`config.mk`:
```
export PLATFORM = sky130hd
export DESIGN_NAME = exe_div
export DESIGN_NICKNAME = d
export VERILOG_FILES = /design/src/rtl/exe_div.sv
export SDC_FILE = /design/constraint.sdc
export NUM_CORES = 1
export LEC_CHECK = 0
export CAP_MARGIN = 20
export CELL_PAD_IN_SITES_DETAIL_PLACEMENT = 0
export CELL_PAD_IN_SITES_GLOBAL_PLACEMENT = 1
export CORE_ASPECT_RATIO = 1.2
export CORE_UTILIZATION = 43
export DETAILED_ROUTE_END_ITERATION = 10
export GPL_TIMING_DRIVEN = 0
export PLACE_DENSITY_LB_ADDON = 0.1
export SLEW_MARGIN = 25
export SYNTH_ARGS = -nofsm -noshare
export SYNTH_HDL_FRONTEND = slang
export SYNTH_SLANG_ARGS = --single-unit
```
`constraint.sdc`:
```
create_clock -name cpu_clk_50M -period 5.7 [get_ports cpu_clk_50M]
set_input_delay 0.57 -clock cpu_clk_50M [delete_from_list [all_inputs] [get_ports cpu_clk_50M]]
set_output_delay 0.57 -clock cpu_clk_50M [all_outputs]
set_load 0.05 [all_outputs]
```
`src/rtl/exe_div.sv`:
```
// exe_div: iterative radix-2 restoring divider for DIV/DIVU in the EXE stage.
// Produces {remainder, quotient} after DIV_W iterations and requests a stall
// while busy. Optional macro MINIMIPS32_DIV_ZERO_FAST_EN: a zero divisor skips
// the iterations and finishes in one cycle with the forced result.
module exe_div #(
  parameter int unsigned DIV_W = 32
) (
  input  logic               cpu_clk_50M,
  input  logic               cpu_rst,
  input  logic               div_start,
  input  logic               div_signed,
  input  logic [DIV_W-1:0]   div_opa,
  input  logic [DIV_W-1:0]   div_opb,
  input  logic               exe_advance,
  input  logic               flush,
  output logic               div_ready,
  output logic [2*DIV_W-1:0] div_result,
  output logic               stallreq_div
);

  localparam int unsigned CNT_W = (DIV_W > 1) ? $clog2(DIV_W) : 1;

  typedef enum logic [1:0] {S_IDLE, S_ON, S_END} state_e;

  state_e             state_q, state_d;
  logic [CNT_W-1:0]   cnt_q, cnt_d;
  logic [DIV_W-1:0]   rem_q, rem_d;
  logic [DIV_W-1:0]   dvd_q, dvd_d;
  logic [DIV_W-1:0]   dvs_q, dvs_d;
  logic [DIV_W-1:0]   opa_q, opa_d;
  logic               qneg_q, qneg_d;
  logic               rneg_q, rneg_d;
  logic               zero_q, zero_d;
  logic               ready_q, ready_d;
  logic [2*DIV_W-1:0] result_q, result_d;

  logic [DIV_W:0]     rem_sh;
  logic [DIV_W+1:0]   diff;
  logic               qbit;
  logic [DIV_W-1:0]   rem_nx, quo_nx, quo_fix, rem_fix;
  logic [DIV_W-1:0]   abs_a, abs_b;

  // One restoring step plus the final sign fix-up of the step's outputs
  always_comb begin
    rem_sh  = {rem_q, dvd_q[DIV_W-1]};
    diff    = {1'b0, rem_sh} - {2'b00, dvs_q};
    qbit    = ~diff[DIV_W+1];
    rem_nx  = qbit ? diff[DIV_W-1:0] : rem_sh[DIV_W-1:0];
    quo_nx  = {dvd_q[DIV_W-2:0], qbit};
    quo_fix = qneg_q ? (DIV_W'(0) - quo_nx) : quo_nx;
    rem_fix = rneg_q ? (DIV_W'(0) - rem_nx) : rem_nx;
    abs_a   = (div_signed & div_opa[DIV_W-1]) ? (DIV_W'(0) - div_opa) : div_opa;
    abs_b   = (div_signed & div_opb[DIV_W-1]) ? (DIV_W'(0) - div_opb) : div_opb;
  end

  // Next-state and datapath update; flush overrides start/iterate
  always_comb begin
    state_d  = state_q;
    cnt_d    = cnt_q;
    rem_d    = rem_q;
    dvd_d    = dvd_q;
    dvs_d    = dvs_q;
    opa_d    = opa_q;
    qneg_d   = qneg_q;
    rneg_d   = rneg_q;
    zero_d   = zero_q;
    ready_d  = ready_q;
    result_d = result_q;
    if (flush) begin
      state_d = S_IDLE;
      cnt_d   = '0;
      ready_d = 1'b0;
    end else begin
      case (state_q)
        S_IDLE: begin
          if (div_start) begin
            dvd_d   = abs_a;
            dvs_d   = abs_b;
            opa_d   = div_opa;
            rneg_d  = div_signed & div_opa[DIV_W-1];
            qneg_d  = div_signed & (div_opa[DIV_W-1] ^ div_opb[DIV_W-1]);
            zero_d  = (div_opb == '0);
            rem_d   = '0;
            cnt_d   = '0;
            state_d = S_ON;
`ifdef MINIMIPS32_DIV_ZERO_FAST_EN
            if (div_opb == '0) begin
              state_d  = S_END;
              ready_d  = 1'b1;
              result_d = {div_opa, {DIV_W{1'b1}}};
            end
`endif
          end
        end
        S_ON: begin
          rem_d = rem_nx;
          dvd_d = quo_nx;
          cnt_d = cnt_q + CNT_W'(1);
          if (cnt_q == CNT_W'(DIV_W - 1)) begin
            state_d  = S_END;
            ready_d  = 1'b1;
            result_d = zero_q ? {opa_q, {DIV_W{1'b1}}} : {rem_fix, quo_fix};
          end
        end
        S_END: begin
          if (exe_advance) begin
            state_d = S_IDLE;
            ready_d = 1'b0;
          end
        end
        default: state_d = S_IDLE;
      endcase
    end
  end

  // State and datapath registers with synchronous reset
  always_ff @(posedge cpu_clk_50M) begin
    if (cpu_rst) begin
      state_q  <= S_IDLE;
      cnt_q    <= '0;
      rem_q    <= '0;
      dvd_q    <= '0;
      dvs_q    <= '0;
      opa_q    <= '0;
      qneg_q   <= 1'b0;
      rneg_q   <= 1'b0;
      zero_q   <= 1'b0;
      ready_q  <= 1'b0;
      result_q <= '0;
    end else begin
      state_q  <= state_d;
      cnt_q    <= cnt_d;
      rem_q    <= rem_d;
      dvd_q    <= dvd_d;
      dvs_q    <= dvs_d;
      opa_q    <= opa_d;
      qneg_q   <= qneg_d;
      rneg_q   <= rneg_d;
      zero_q   <= zero_d;
      ready_q  <= ready_d;
      result_q <= result_d;
    end
  end

  assign div_ready    = ready_q;
  assign div_result   = result_q;
  assign stallreq_div = ~cpu_rst & ~flush &
                        (((state_q == S_IDLE) & div_start) | (state_q == S_ON));

endmodule

```
# [After elaboration in Yosys (flattened, before gate mapping)]
# Cells that the tools add are included.
[totals] regBits=203 latch_bits=0 mem_bits_rw=0 romBits=0 in_bits=70 out_inout_bits=66 wordCells=64 n_memories=0
[op_classes] n_addsub=6 mul=0 div_mod_pow=0 magnitude_cmp=0 eq_ne=6 shifts=0 n_mux=19 bitwise_logic=11 reduce_logical=11
[ops] op="$mux 32" n=7
[ops] op="$pmux 32 s2" n=2
[ops] op="$sub 1x32->32 const A" n=4
[ops] op="$mux 64" n=1
[ops] op="$sub 33x32->34" n=1
[ops] op="$logic_not 32->1" n=1
[ops] op="$reduce_and 3->1" n=5
[ops] op="$pmux 5 s2" n=1
[ops] op="$and 1x1->1" n=6
[ops] op="$mux 2" n=3
[ops] op="$ne 2x2->1 const B" n=3
[ops] op="$pmux 2 s3" n=1
[ops] op="$add 5x1->5 const B" n=1
[ops] op="$eq 5x5->1 const B" n=1
[ops] op="$mux 5" n=1
[ops] op="$reduce_bool 2->1" n=2
[ops] op="$not 1->1" n=3
[ops] op="$eq 2x1->1 const B" n=1
[ops] op="$eq 2x2->1 const B" n=1
[ops] op="$logic_not 2->1" n=1
[ops] op="$mux 1" n=2
[ops] op="$pmux 1 s2" n=1
[ops] op="$reduce_and 2->1" n=1
[ops] op="$reduce_or 2->1" n=1
[ops] op="2 further kinds" n=2

# [Longest topological paths before layout]
# Gate-level depths: netlist of run 1.
[depth] depth_word=5 mapped_depth=25 mapped_depth_nobuf=19

# [Worst setup path after synthesis of run 1]
# Ideal clock, no wire load.
[synth_timing] kind="register to register" startpoint="register dvs_q[26]" endpoint="register result_q[28], in the netlist div_result[28]" setup_ps=86 arrival_time_ps=4668 required_ps=5614 setup_slack_ps=947 path_stages_with_launch=21 path_buffers=4 period_less_slack_ps=4753 path_cell_list="dfxtp_1 > inv_1 > ha_1 > buf_2 > a21oi_1 > o21ai_1 > a2111oi_0 > o21a_1 > o21ai_2 > inv_2 > buf_2 > buf_1 > clkbuf_1 > ha_1 > nand3b_1 > or3_1 > or4_1 > or3_1 > o41ai_1 > xor2_1 > a211oi_1"
[synth_between] elab_chain_cells=5
[synth_lines] item="from (decl)" line="29" text="logic [DIV_W-1:0] dvs_q, dvs_d;"
[synth_lines] item="from (signal assigned)" line="135" text="dvs_q <= dvs_d;"
[synth_lines] item="$sub 33x32->34" line="46" text="diff = {1'b0, rem_sh} - {2'b00, dvs_q};"
[synth_lines] item="$not 1->1" line="47" text="qbit = ~diff[DIV_W+1];"
[synth_lines] item="$sub 1x32->32" line="50" text="quo_fix = qneg_q ? (DIV_W'(0) - quo_nx) : quo_nx;"
[synth_lines] item="$mux 32" line="50"
[synth_lines] item="$mux 64" line="102" text="result_d = zero_q ? {opa_q, {DIV_W{1'b1}}} : {rem_fix, quo_fix};"
[synth_lines] item="to (signal assigned)" line="141" text="result_q <= result_d;"
[synth_lines] item="to (decl)" line="35" text="logic [2*DIV_W-1:0] result_q, result_d;"
# No other way between the ends.
# A chain may end at the register's enable or synchronous reset.

# [Final worst setup path of run 1]
[layout_timing] startpoint="register rem_q[7]" endpoint="register result_q[58], in the netlist div_result[58]"
[layout_between] elab_chain_cells=5
[layout_lines] item="from (decl)" line="27" text="logic [DIV_W-1:0] rem_q, rem_d;"
[layout_lines] item="from (signal assigned)" line="133" text="rem_q <= rem_d;"
[layout_lines] item="$sub 33x32->34" line="46"
[layout_lines] item="$mux 32 (*)" line="48" text="rem_nx = qbit ? diff[DIV_W-1:0] : rem_sh[DIV_W-1:0];"
[layout_lines] item="$sub 1x32->32" line="51" text="rem_fix = rneg_q ? (DIV_W'(0) - rem_nx) : rem_nx;"
[layout_lines] item="$mux 32 (*)" line="51"
[layout_lines] item="$mux 64 (*)" line="102"
# Every way passes the cells marked *; elsewhere a longest branch is shown, timed or not.

==> results.md, run 1 <==
| Step | Quantity | Reported |
|---|---|---|
| status | Result of the run | finished, final reports clean |
| critical path | Crit path from | rem_q[7] |
| die | Horizontal die dimension | 162 µm |
| power and ir drop | Ratio of total power to cell area | 235 nW/µm² |
| global route | Wire length of the first global-routing pass | 77.2 mm |
| clocking | CTS tree | done |
| timing | Setup Viol. Count Final | 0 |
| placed design | Number of buffers inserted by port buffering | 135 |
| timing | Highest clock rate | 0.186 GHz |
| timing | TNS Setup | 0 ns |
| logic synthesis | Cell type with the largest total area after synthesis | dfxtp_1 |
| logic synthesis | Cell area after technology mapping | 13300 µm² |
| critical path | Crit-path leading delay family | compound AO/OA/AOI/OAI gates |
| critical path | Crit Reg-Reg Startpoint | rem_q[7] |
| critical path | Number of cell instances on the worst register-to-register path | 20 |
| logic synthesis | Number of enable-type register cells in the synthesized netlist | 0 |
| detailed routing | Number of remaining DRC errors | 0 |
| timing | Setup Skew | 0.00785 ns |
| min path | Hold path startpoint | opa_q[30] |
| final layout | Net count of the finished layout | 2062 |
| timing | Hold_ws | 0.451 ns |
| timing | Worst-margin pin slew | 1.02 ns |
| die | I/O pin total | 136 |
| placed design | Placer's final routability congestion estimate | 0.925 |
| critical path | Stages on the worst setup path | 20 |
| global route | Number of global-route vias before repair | 13539 |
| critical path | Worst endpoint data arrival time | 5.76 ns |
| power and ir drop | Peak VDD IR | 0.194 mV |
| critical path | Worst-path cell chain | ha_1 -> a21oi_1 -> o21ai_0 -> a31o_2 -> a21oi_2 -> o21ai_2 -> buf_2 -> buf_4 -> buf_6 -> buf_4 -> o21ai_0 -> ha_2 -> and3_1 -> nand2_1 -> nor4_2 -> o221ai_2 -> o41ai_2 -> xor2_1 -> o21a_1 -> nor3_1 |
| logic synthesis | Share of flip-flops with an asynchronous set or reset | 0% |
| detailed routing | ANT nets after route | 0 |
| logic synthesis | Library cell with the highest instance count after synthesis | nor2_1 |
| critical path | Nature of the critical path startpoint | flop |
| logic synthesis | Total of flip-flops plus latches after synthesis | 203 |
| logic synthesis | Count of mapped cells out of synthesis | 1794 |
| final layout | Post-route cell area | 15900 µm² |
| clocking | Clock H-tree levels | 1 |
| detailed routing | Vias per cell | 5.83 |
| die | Rows | 70 |
| timing | Final Max Tran Viols | 0 |
| min path | Worst hold stages | 2 |
| final layout | Number of antenna diodes | 0 |
| clocking | Clk sinks | 203 |
| min path | Worst Hold Endpoint | opa_q[30] |
| logic synthesis | Share of the synthesized area in the top cell type | 30.6% |
| logic synthesis | Count of different cell masters after synthesis | 83 |
| die | Core footprint | 30500 µm² |
| logic synthesis | Per-instance average area after synthesis | 7.41 µm² |
| critical path | Sort of element at the end of the critical path | flop |
| logic synthesis | Dominant synthesized flop cell | dfxtp_1 |
| final layout | Number of standard cells in the final layout excluding fillers | 2363 |
| global route | Total global routing track utilization | 31.7% |
| critical path | Max FO, Critical Path | 19 |
| critical path | Critical path class | flop to flop |
| critical path | End of the worst register-to-register path | div_result[58] |
| global route | Maximum number of pins on one net before global-route repair | 20 |
| critical path | Number of buffer and inverter instances along the worst setup path | 4 |
| timing | Rel. slew slack | 32.2% |
| die | Starting utilization of the core area | 43.6% |
| final layout | Layout Area Growth over Synthesis | 19.9% |
| global route | Gr ovfl total | 0 |
| power and ir drop | Static leakage | 5.80 nW |
| logic synthesis | Share of the yosys chip area belonging to registers | 30.6% |
| logic synthesis | Number of warnings reported in the yosys synthesis log | 0 |
| clocking | Clock transition at the registers of the reported paths | 0.06 ns |
| clocking | Number of buffers inserted during clock tree synthesis | 23 |
| timing | Period utilization | 94.6% |
| clocking | Cell at the root of the clock tree | clkbuf_16 |
| global route | Antenna violations before repair | 0 |
| detailed routing | Routed wire length | 50.4 mm |
| run | Max-cap violations | 0 |
| final layout | Final core utilization | 52.3% |
| detailed routing | Number of iterations in the first detailed-routing pass | 5 |
| placed design | Post-DP Area | 15100 µm² |
| timing | Post-layout min period | 5.39 ns |
| critical path | Slowest-stage cell, CP | dfxtp_1 |
| timing | Final Hold Vio Count | 0 |
| placed design | Detailed Place HPWL | 40.0 mm |
| timing | Setup repair after global routing missed its margin | false |
| critical path | Slack of the worst reg-to-reg path | 0.31 ns |
| final layout | Fraction of final layout cells with drive strength greater than 1 | 4.58% |
| critical path | Largest stage delay, worst path | 0.47 ns |
| logic synthesis | Syn Nets | 1903 |
| clocking | Largest buffer count on any clock path | 3 |
| logic synthesis | Most common library cells after synthesis | nor2_1, dfxtp_1, nand2_1, a21oi_1, a211oi_1 |
| detailed routing | Number of vias after detailed routing | 13782 |
| min path | Hold WC Path Type | flop to flop |
| detailed routing | Initial drt markers | 1086 |
| die | Die area | 31600 µm² |
| critical path | CP required | 6.07 ns |
| clocking | Later-pin clock latency in the skew report | 0.52 ns |
| die | Overall die height | 195 µm |
| detailed routing | Routed length per instance | 21.3 µm |
| placed design | Post-Place Cells | 2325 |
| logic synthesis | Ranking of synthesized cells by area | dfxtp_1, nor2_1, a21oi_1, a211oi_1, nand2_1 |
==> through the flow <==
step	total power, mW	setup WS (ns)
after floorplan	2.05	0.947
after global placement	2.33	-0.756
after detailed placement	2.33	-0.816
after CTS	3.75	0.0459
after global routing	3.89	0.0165
final	3.74	0.311
==> power breakdown <==
group	total, mW	internal [mW]	switching (mW)
Combinational	0.828	0.301	0.527
Sequential	1.50	1.46	0.0392
Clock	1.41	0.813	0.600
==> flip-flops by register name (all words and copies together), names as in the netlist <==
name and flops:
div_result 64, dvd_q 32, dvs_q 32, opa_q 32, rem_q 32, cnt_q 5
state_q 2, div_ready 1, qneg_q 1, rneg_q 1, zero_q 1
==> worst register-to-register path: stages (launching register included) <==
cell	delay, ns
dfxtp_1	0.47
ha_1	0.32
a21oi_1	0.31
o21ai_0	0.24
a31o_2	0.33
a21oi_2	0.29
o21ai_2	0.14
buf_2	0.21
buf_4	0.21
buf_6	0.19
buf_4	0.23
o21ai_0	0.33
ha_2	0.29
and3_1	0.20
nand2_1	0.09
nor4_2	0.31
o221ai_2	0.25
o41ai_2	0.36
xor2_1	0.27
o21a_1	0.17
nor3_1	0.05
==> worst max-delay path by stage <==
stage	end	slack, ns
2_1_floorplan	div_result[28]	0.95
3_3_place_gp	div_result[28]	-0.76
3_5_place_dp	div_result[28]	-0.82
4_1_cts	div_result[28]	0.05
5_1_grt	div_result[56]	0.02
6_report	div_result[58]	0.31
==> timing repair <==
| item | CTS | global route |
|---|---|---|
| buffers inserted | 1 | 3 |
| setup endpoints to repair | 15 | 11 |
| cloned | 0 | 0 |
| resized for setup | 10 | 11 |
| hold buffers | 0 | 0 |
| pin swaps | 1 | 2 |
==> logic make-up after synthesis <==
logic type | count (synthesis) | share of synthesized area, %
compound gates | 539 | 26.7
xor+xnor | 128 | 8.43
fa+ha+maj | 39 | 3.73
buf+inv | 169 | 4.97
flops | 203 | 30.6
mux | 30 | 2.30
simple gates | 686 | 23.3
==> placed cells by master, fill, tap and decap left out, types with 8 or more instances in the layout <==
| cell | instances |
|---|---|
| buf_4 | 8 |
| o21ai_1 | 11 |
| o31ai_1 | 27 |
| clkbuf_16 | 23 |
| inv_1 | 49 |
| xnor2_1 | 61 |
| o21ai_0 | 69 |
| mux2i_1 | 26 |
| xor2_1 | 67 |
| a21oi_1 | 176 |
| nand3_1 | 18 |
| nand2b_1 | 20 |
| or4_1 | 14 |
| dfxtp_1 | 202 |
| nor4_1 | 15 |
| nand4_1 | 11 |
| o41ai_1 | 11 |
| a21o_1 | 13 |
| or3_1 | 12 |
| clkdlybuf4s50_1 | 135 |
| nand2_1 | 189 |
| o211ai_1 | 19 |
| a22oi_1 | 24 |
| and2_1 | 12 |
| clkbuf_1 | 99 |
| and3_1 | 12 |
| nor2_1 | 291 |
| a211oi_1 | 100 |
| buf_1 | 10 |
| a31oi_1 | 9 |
| ha_1 | 37 |
| nor3_1 | 50 |
==> per-layer routing <==
metal / global-route usage [%] / up-vias / wire, µm / share of wire (%)
li1: - / 6739 / - / -
met1: 37.7 / 6552 / 21000 / 42
met2: 55.8 / 393 / 24500 / 49
met3: 2.84 / 98 / 2000 / 4.0
met4: 16.9 / 0 / 2840 / 5.6
met5: 0 / - / 0 / 0
==> area by class of cell <==
| cell class | count | area, µm² |
|---|---|---|
| plain buffers | 114 | 465 |
| clock buffers | 32 | 629 |
| clock inverters | 7 | 63.8 |
| fillers | 3102 | 14500 |
| inverters | 50 | 190 |
| multi-input cells | 1422 | 8640 |
| flip-flops and latches | 203 | 4070 |
| well taps | 396 | 495 |
| repair buffers | 139 | 1380 |
Note: power is estimated with default switching activity, not from simulation.
==> run 2: changes to the inputs <==
Settings changed: PLACE_DENSITY_LB_ADDON 0.1 to 0.12.
==> results.md, run 2 (same netlist as run 1, synthesis figures left out) <==
| Step | Quantity | Reported |
|---|---|---|
| timing | Setup Viol. Count Final | 0 |
| global route | Maximum number of pins on one net before global-route repair | 13 |
| timing | Final Max Tran Viols | 0 |
| min path | Hold path startpoint | opa_q[8] |
| global route | Gr ovfl total | 0 |
| power and ir drop | Power, Total | 3.84 mW |
| critical path | Number of cell instances on the worst register-to-register path | 22 |
| timing | TNS Setup | 0 ns |
| timing | Worst-margin pin slew | 1.01 ns |
| die | Starting utilization of the core area | 43.6% |
| final layout | Largest register FFs | 64 |
| clocking | Clk sinks | 203 |
| clocking | Hold-fix buffer count after cts | 0 |
| final layout | Number of standard cells in the final layout excluding fillers | 2365 |
| timing | Post-layout min period | 5.42 ns |
| placed design | Detailed Place HPWL | 39.2 mm |
| critical path | Nature of the critical path startpoint | flop |
| power and ir drop | Sequential share of power | 39.1% |
| die | Horizontal die dimension | 162 µm |
| final layout | Fraction of final layout cells with drive strength greater than 1 | 4.88% |
| die | Rows | 70 |
| global route | Total global routing track utilization | 31.3% |
| timing | Setup repair after global routing missed its margin | false |
| critical path | Slack of the worst reg-to-reg path | 0.28 ns |
| global route | Number of global-route vias before repair | 13626 |
| clocking | Later-pin clock latency in the skew report | 0.53 ns |
| min path | Worst hold stages | 2 |
| critical path | Slowest-stage cell, CP | dfxtp_1 |
| critical path | Largest stage delay, worst path | 0.39 ns |
| power and ir drop | Switching share of power | 30.9% |
| critical path | CP required | 6.07 ns |
| detailed routing | Number of remaining DRC errors | 0 |
| final layout | Layout Area Growth over Synthesis | 20.5% |
| power and ir drop | Peak VDD IR | 0.213 mV |
| critical path | Worst endpoint data arrival time | 5.78 ns |
| run | Max-cap violations | 0 |
| min path | Worst Hold Endpoint | opa_q[8] |
| timing | Highest clock rate | 0.185 GHz |
| die | Overall die height | 195 µm |
| detailed routing | Initial drt markers | 968 |
| detailed routing | ANT nets after route | 0 |
| critical path | Most frequent cell on the critical path | buf_4 |
| final layout | Number of fillers in the final layout | 3112 |
| die | Core footprint | 30500 µm² |
| final layout | Net count of the finished layout | 2062 |
| die | I/O pin total | 136 |
| critical path | Crit-path leading delay family | buffers and inverters |
| final layout | Sequential standard cell area | 4070 µm² |
| critical path | Max FO, Critical Path | 10 |
| critical path | Number of buffer and inverter instances along the worst setup path | 6 |
| detailed routing | Number of vias after detailed routing | 13781 |
| critical path | Sort of element at the end of the critical path | flop |
| detailed routing | Routed length per instance | 21.0 µm |
| placed design | Post-Place Cells | 2325 |
| power and ir drop | Internal power | 2.66 mW |
| timing | Rel. slew slack | 33.0% |
| clocking | Clock transition at the registers of the reported paths | 0.06 ns |
| final layout | Final core utilization | 52.5% |
| critical path | Crit Reg-Reg Startpoint | rem_q[11] |
| final layout | Combined area of the multi-input logic cells | 8650 µm² |
| power and ir drop | Total net switching power | 1.19 mW |
| placed design | Number of buffers inserted by port buffering | 135 |
| final layout | Post-route cell area | 16000 µm² |
| clocking | Largest buffer count on any clock path | 3 |
| placed design | Post-DP Area | 15100 µm² |
| clocking | Cell at the root of the clock tree | clkbuf_16 |
| power and ir drop | Proportion of power drawn by combinational gates | 21.4% |
| global route | Antenna violations before repair | 0 |
| placed design | Placer's final routability congestion estimate | 0.943 |
| timing | Setup Skew | 0.0246 ns |
| detailed routing | Vias per cell | 5.83 |
| die | Die area | 31600 µm² |
| power and ir drop | Ratio of total power to cell area | 240 nW/µm² |
| critical path | End of the worst register-to-register path | div_result[58] |
| timing | Hold_ws | 0.458 ns |
| power and ir drop | Static leakage | 5.84 nW |
| timing | Final Hold Vio Count | 0 |
| status | Result of the run | finished, final reports clean |
| timing | Period utilization | 95.0% |
| power and ir drop | Clk network pwr share | 39.5% |
| timing | Minimum setup slack in the final design | 0.284 ns |
| placed design | Worst-case setup slack after placement | -0.598 ns |
| final layout | Number of antenna diodes | 0 |
| final layout | Most common cell after layout, fill and taps aside | nor2_1 |
| clocking | CTS tree | done |
| clocking | Number of buffers inserted during clock tree synthesis | 24 |
| detailed routing | Routed wire length | 49.6 mm |
| detailed routing | Number of iterations in the first detailed-routing pass | 5 |
| global route | Wire length of the first global-routing pass | 76.3 mm |
| critical path | Worst-path cell chain | ha_1 -> clkbuf_1 -> and3_1 -> a31o_2 -> a21oi_4 -> o21ai_2 -> clkbuf_4 -> buf_4 -> buf_4 -> buf_4 -> buf_4 -> nand2_1 -> o21ai_2 -> ha_2 -> and3_1 -> nand2_1 -> nor4_4 -> o221ai_2 -> o41ai_2 -> xor2_1 -> o21a_1 -> nor3_1 |
| clocking | Clock H-tree levels | 1 |
| final layout | Commonest non-fill, non-tap cells in the layout | nor2_1, dfxtp_1, nand2_1, a21oi_1, clkdlybuf4s50_1 |
| critical path | Critical path class | flop to flop |
| min path | Hold WC Path Type | flop to flop |
## run 2: metal layers
metal / wire (µm) / global-route usage [%]
met5: 0 / 0
met3: 2540 / 3.48
met1: 20500 / 37.0
met2: 23400 / 53.6
met4: 3240 / 19.6
## run 2: how the worst max path moves through the flow
stage                          from        endpoint  slack, ns  cells after the start
after floorplan           dvs_q[26]  div_result[28]       0.95                     20
final                     rem_q[11]  div_result[58]       0.28                     22
after global placement    dvs_q[26]  div_result[28]      -0.66                     20
after detailed placement  dvs_q[26]  div_result[28]      -0.60                     20
after CTS                 dvs_q[17]  div_result[58]       0.02                     24
after global routing       dvs_q[1]  div_result[58]       0.04                     23
## run 2: tightest hold or removal path, stage by stage, from the launching register on
cell,delay (ns)
dfxtp_1,0.31
nand2_1,0.05
a21oi_1,0.05
## run 2: power groups by stage
stage	clock network (mW)	registers (mW)	logic, mW
after global placement	0	1.53	0.790
after detailed placement	0	1.53	0.790
after CTS	1.54	1.50	0.805
after floorplan	0	1.52	0.528
final	1.52	1.50	0.823
after global routing	1.60	1.51	0.892
## run 2: area by class of cell
type,count,share of cell area [%]
tap,396,3.09
sequential,203,25.4
timing repair buffer,137,8.53
clock inverter,7,0.391
multi-input combinational,1422,54.1
buffer,115,2.95
inverter,50,1.19
clock buffer,35,4.39
## run 2: timing repair
item | CTS | global route
pin swaps | 1 | 2
resized for setup | 12 | 16
endpoints found under the setup margin | 14 | 14
cloned | 0 | 0
setup buffers | 1 | 1
==> run 3: changes to the inputs <==
Settings changed: MAX_ROUTING_LAYER from default to met4, TNS_END_PERCENT from default to 50.
==> results.md, run 3 (same netlist as run 1, synthesis figures left out) <==
| Step | Quantity | Reported |
|---|---|---|
| status | Result of the run | finished, violations left |
| status | Violated checks | DRC |
| critical path | Largest stage delay, worst path | 0.54 ns |
| final layout | Number of standard cells in the final layout excluding fillers | 2365 |
| detailed routing | Number of vias after detailed routing | 13751 |
| clocking | Cell at the root of the clock tree | clkbuf_16 |
| clocking | Clock transition at the registers of the reported paths | 0.06 ns |
| critical path | CP required | 6.14 ns |
| die | Horizontal die dimension | 162 µm |
| power and ir drop | Ratio of total power to cell area | 244 nW/µm² |
| global route | Number of global-route vias before repair | 13408 |
| min path | Hold path startpoint | opa_q[29] |
| critical path | End of the worst register-to-register path | div_result[28] |
| run | Max-cap violations | 0 |
| final layout | Combined area of the multi-input logic cells | 8620 µm² |
| final layout | Sequential standard cell area | 4070 µm² |
| placed design | Detailed Place HPWL | 40.2 mm |
| timing | Post-layout min period | 5.38 ns |
| global route | Total global routing track utilization | 32.7% |
| critical path | Stages on the worst setup path | 17 |
| timing | Period utilization | 94.4% |
| clocking | Largest buffer count on any clock path | 3 |
| timing | Setup Viol. Count Final | 0 |
| detailed routing | Routed wire length | 50.5 mm |
| critical path | Crit Reg-Reg Startpoint | rem_q[13] |
| global route | Antenna violations before repair | 0 |
| min path | Worst Hold Endpoint | opa_q[29] |
| critical path | Worst endpoint data arrival time | 5.82 ns |
| detailed routing | Initial drt markers | 985 |
| detailed routing | ANT nets after route | 0 |
| critical path | Max FO, Critical Path | 19 |
| die | Starting utilization of the core area | 43.6% |
| final layout | Largest register FFs | 64 |
| timing | Rel. slew slack | 35.2% |
| critical path | Worst-path cell chain | ha_1 -> a21oi_1 -> o21ai_1 -> a221oi_1 -> o21a_1 -> o21ai_2 -> inv_4 -> clkbuf_4 -> buf_6 -> ha_1 -> nand3b_1 -> or3_1 -> or4_1 -> or3_1 -> o41ai_1 -> xor2_1 -> a211oi_1 |
| final layout | Most common cell after layout, fill and taps aside | nor2_1 |
| final layout | Post-route cell area | 16000 µm² |
| min path | Hold WC Path Type | flop to flop |
| clocking | Hold-fix buffer count after cts | 0 |
| clocking | Later-pin clock latency in the skew report | 0.53 ns |
| die | Rows | 70 |
| critical path | Nature of the critical path startpoint | flop |
| timing | Setup Skew | 0.0161 ns |
| die | Overall die height | 195 µm |
| placed design | Number of buffers inserted by port buffering | 135 |
| clocking | Clk sinks | 203 |
| critical path | Slack of the worst reg-to-reg path | 0.32 ns |
| global route | Gr ovfl total | 0 |
| critical path | Sort of element at the end of the critical path | flop |
| detailed routing | Vias per cell | 5.81 |
| placed design | Post-Place Cells | 2325 |
| critical path | Crit-path leading delay family | compound AO/OA/AOI/OAI gates |
| timing | Setup repair after global routing missed its margin | false |
| power and ir drop | Static leakage | 5.85 nW |
| min path | Worst hold stages | 2 |
| critical path | Critical path class | flop to flop |
| die | Core footprint | 30500 µm² |
| timing | Highest clock rate | 0.186 GHz |
| final layout | Net count of the finished layout | 2060 |
| detailed routing | Number of remaining DRC errors | 1 |
| clocking | Clock H-tree levels | 1 |
| final layout | Fraction of final layout cells with drive strength greater than 1 | 4.67% |
| clocking | CTS tree | done |
| final layout | Commonest non-fill, non-tap cells in the layout | nor2_1, dfxtp_1, nand2_1, a21oi_1, clkdlybuf4s50_1 |
| critical path | Number of buffer and inverter instances along the worst setup path | 3 |
| die | I/O pin total | 136 |
| placed design | Placer's final routability congestion estimate | 0.944 |
| final layout | Number of fillers in the final layout | 3085 |
| detailed routing | Routed length per instance | 21.3 µm |
| timing | Worst-margin pin slew | 0.966 ns |
| die | Die area | 31600 µm² |
| final layout | Layout Area Growth over Synthesis | 20.5% |
| timing | Final Max Tran Viols | 0 |
| global route | Wire length of the first global-routing pass | 77.1 mm |
| critical path | Number of cell instances on the worst register-to-register path | 17 |
| detailed routing | Number of iterations in the first detailed-routing pass | 9 |
| final layout | Number of antenna diodes | 0 |
| critical path | Slowest-stage cell, CP | or4_1 |
| clocking | Number of buffers inserted during clock tree synthesis | 24 |
| timing | Final Hold Vio Count | 0 |
| global route | Maximum number of pins on one net before global-route repair | 20 |
| placed design | Post-DP Area | 15100 µm² |
| power and ir drop | Peak VDD IR | 0.232 mV |
[run 3: cell count changes in the layout (fill, tap and decap cells not counted), sizes merged]
cell,before,now
buf,24,22
bufinv,1,2
clkinv,5,6
[run 3: cell type report]
| type | count | area share, % |
|---|---|---|
| Multi-Input combinational cell | 1422 | 53.8 |
| Sequential cell | 203 | 25.4 |
| Timing Repair Buffer | 136 | 8.48 |
| Buffer | 114 | 2.93 |
| Clock buffer | 35 | 4.45 |
| Tap cell | 396 | 3.09 |
| Clock inverter | 9 | 0.633 |
| Inverter | 50 | 1.19 |
[run 3: per-layer routing]
layer / share of wire (%) / wire (µm) / global-route usage [%] / up-vias
met2: 49 / 24600 / 55.8 / 405
li1: - / - / - / 6769
met4: 6.0 / 3020 / 18.1 / 0
met3: 4.5 / 2260 / 2.90 / 122
met1: 41 / 20600 / 37.5 / 6455
met5: 0 / 0 / - / -
[run 3: report_power, final]
part | switching [mW] | internal, mW | total, mW | leakage, nW
clock network | 0.629 | 0.957 | 1.59 | 0.402
registers | 0.0398 | 1.46 | 1.50 | 1.65
logic | 0.525 | 0.296 | 0.821 | 3.80
total | 1.19 | 2.71 | 3.91 | 5.85
[run 3: how the worst max path moves through the flow]
stage | start | to | slack [ns]
6_report | rem_q[13] | div_result[28] | 0.32
5_1_grt | dvs_q[1] | div_result[58] | 0.007
4_1_cts | dvs_q[26] | div_result[58] | 0.05
3_5_place_dp | dvs_q[26] | div_result[28] | -0.82
3_3_place_gp | dvs_q[26] | div_result[28] | -0.86
2_1_floorplan | dvs_q[26] | div_result[28] | 0.95
[run 3: stage by stage]
step | hold slack [ns] | power, mW | util (%) | TNS [ns] | setup WS, ns
CTS | 0.452 | 3.91 | 52.4 | 0 | 0.0484
finish | 0.451 | 3.91 | 52.6 | 0 | 0.321
global placement | 0.443 | 2.33 | 49.7 | -4.34 | -0.860
floorplan | 0.431 | 2.05 | - | 0 | 0.947
detailed placement | 0.444 | 2.33 | 49.7 | -4.05 | -0.820
global route | 0.463 | 4.06 | 52.6 | 0 | 0.00683
[run 3: worst reg2reg max path, delay by kind of cell (launching register included)]
| family | cells | cell delay, ns |
|---|---|---|
| xor gates and xnor gates | 1 | 0.11 |
| DFF | 1 | 0.48 |
| adders and majority gates | 2 | 0.63 |
| and+or+nand+nor | 4 | 1.57 |
| buffers and inverters | 3 | 0.74 |
| AOI/OAI and AO/OA | 7 | 1.75 |
[run 3: timing repair]
action	CTS	global route
resized for setup	4	15
buffers inserted	1	0
endpoints found under the hold margin	0	0
endpoints found under the setup margin	13	11
pin swaps	1	0
==> RTL edit, RTL diff (settings of run 3) <==
The parameter `DIV_W` goes from 32 to 64.
--- a/src/rtl/exe_div.sv
+++ b/src/rtl/exe_div.sv
@@ -4,5 +4,5 @@
 // the iterations and finishes in one cycle with the forced result.
 module exe_div #(
-  parameter int unsigned DIV_W = 32
+  parameter int unsigned DIV_W = 64
 ) (
   input  logic               cpu_clk_50M,
Interface: changed (resized div_opa, div_opb and div_result); port bits go from 136 to 264. The function was not compared with the original's and may differ.
==> RTL edit against run 3 <==
Routed wire length rose by 140%. Power rose by 89%. Core utilization rose by 0.22 points. Clock power rose by 85%. Area after synthesis rose by 100%. Final area rose by 100%. Count of clock-buffer cells in the layout rose by 24. Sequential cell count rose by 193. Critical path depth rose by 10. Sequential power rose by 96%. Setup slack got worse by 0.17 ns.
==> RTL edit: results (changes against run 3) <==
* Met3 usage at 3.62% (+0.72 points)
* RR Endpoint: div_result[62]
* Worst Path Arrival at 5.99 ns (+0.17 ns)
* Met1 Routed Length at 48700 microns (+140%)
* Min-delay src: dvs_q[50]
* Clk_skew at 0.0280 ns (+0.0119 ns)
* Top post-synthesis cells by count: nor2_1, nand2_1, dfxtp_1
* Sequential element share of the synthesized area at 29.4% (-1.2 points)
* Hold EP: dvs_q[50]
* Slowest CP cell: or4_4
* Syn_nets at 3899 (+100%)
* Detailed Routing Iterations Pass 1 at 7 (-2)
* Placed cell area at 30600 sq um (+100%)
* M2 GR Usage at 62.7% (+6.9 points)
* DR WL met2 at 57300 microns (+130%)
* Routed length per placed instance at 24.9 microns (+17%)
* Worst-path fanout max at 10 (-9)
* GR Util All Layers at 38.2% (+5.5 points)
* Smallest hold slack at 0.454 ns (+0.00251 ns)
* Post-synth cell types at 104 (+25%)
* Global-route wire length before repair at 179000 microns (+130%)
* CTS Buf Count at 45 (+88%)
* Worst VDD drop at 0.185 mV (-20%)
* Initial antenna violation count at 3 (+3)
* DP HPWL at 98200 microns (+140%)
* Final #Nets at 4226 (+110%)
* Routed met3 length at 6240 microns (+180%)
* Worst Max-Slew Pin Slew at 1.12 ns (+0.155 ns)
* PostCTS Resize Cnt at 122 (+118)
* Leak pwr at 11.9 nW (+100%)
* Int Power at 5.03 mW (+85%)
* R2R Setup Slk at 0.16 ns (-0.17 ns)
* Fraction of layout cells with a size suffix above 1 at 7.16% (+2.5 points)
* Fin cells at 4869 (+110%)
* Synth Flop Type: dfxtp_1
* IO buf count at 262 (+94%)
* Max incr delay on CP at 0.50 ns (-0.04 ns)
* DR vias at 29200 (+110%)
* Final min period at 5.54 ns (+0.166 ns)
* Status: finished, final reports clean
* Synth area leaders: dfxtp_1, nor2_1, a21oi_1, nand2_1, a211oi_1
* GP Congestion at 0.991 (+5.0%)
* Largest register FFs at 128 (+100%)
* Worst skew pair latency at 0.60 ns (+0.07 ns)
* Initial DRC count at 2516 (+160%)
* Delay-heaviest family, CP: simple AND/OR/NAND/NOR gates
* Met1 Use GR at 44.6% (+7.2 points)
* Pre-CTS setup slack at -2.67 ns (-1.85 ns)
* FF-to-FF Start: rem_q[7]
RTL edit: cell types whose count changed after synthesis, sizes merged, moves of 78 or more:
| cell | run 3 | this run |
|---|---|---|
| xor2 | 67 | 145 |
| nor2 | 291 | 534 |
| a21oi | 179 | 364 |
| o21ai | 81 | 211 |
| dfxtp | 203 | 396 |
| nand2 | 189 | 450 |
| clkbuf | 96 | 194 |
RTL edit: power by group through the flow:
| stage | clock network (mW) | registers [mW] | logic [mW] |
|---|---|---|---|
| final | 2.94 | 2.94 | 1.50 |
| after detailed placement | 0 | 2.99 | 1.41 |
| after global placement | 0 | 2.99 | 1.41 |
| after CTS | 2.96 | 2.94 | 1.46 |
| after global routing | 3.07 | 2.95 | 1.61 |
| after floorplan | 0 | 2.96 | 0.885 |
RTL edit: through the flow:
stage	utilization (%)	setup TNS (ns)	power [mW]
after floorplan	-	0	3.85
after global placement	49.3	-91.25	4.41
after detailed placement	49.3	-90.99	4.41
after CTS	52.7	-0.00135	7.36
after global routing	52.8	-0.0110	7.62
final	52.8	0	7.38
RTL edit: layout make-up:
class | instances | area (sq um)
fill | 6368 | 29300
multi-input combinational | 2939 | 17900
sequential | 396 | 7970
timing repair buffer | 290 | 2860
clock buffer | 59 | 1250
buffer | 242 | 1120
tap | 816 | 1020
inverter | 108 | 415
clock inverter | 16 | 190
antenna | 3 | 7.51
RTL edit: logic make-up (layout without fill, tap and decap cells):
family | count (synthesis) | count (layout) | share of synthesized area, %
xor+xnor | 253 | 253 | 8.22
other cells | 0 | 3 | 0
flops | 396 | 396 | 29.4
fa+ha+maj | 70 | 70 | 3.28
simple gates | 1429 | 1429 | 24.3
compound gates | 1154 | 1154 | 28.1
buf+inv | 360 | 715 | 5.44
mux | 33 | 33 | 1.25
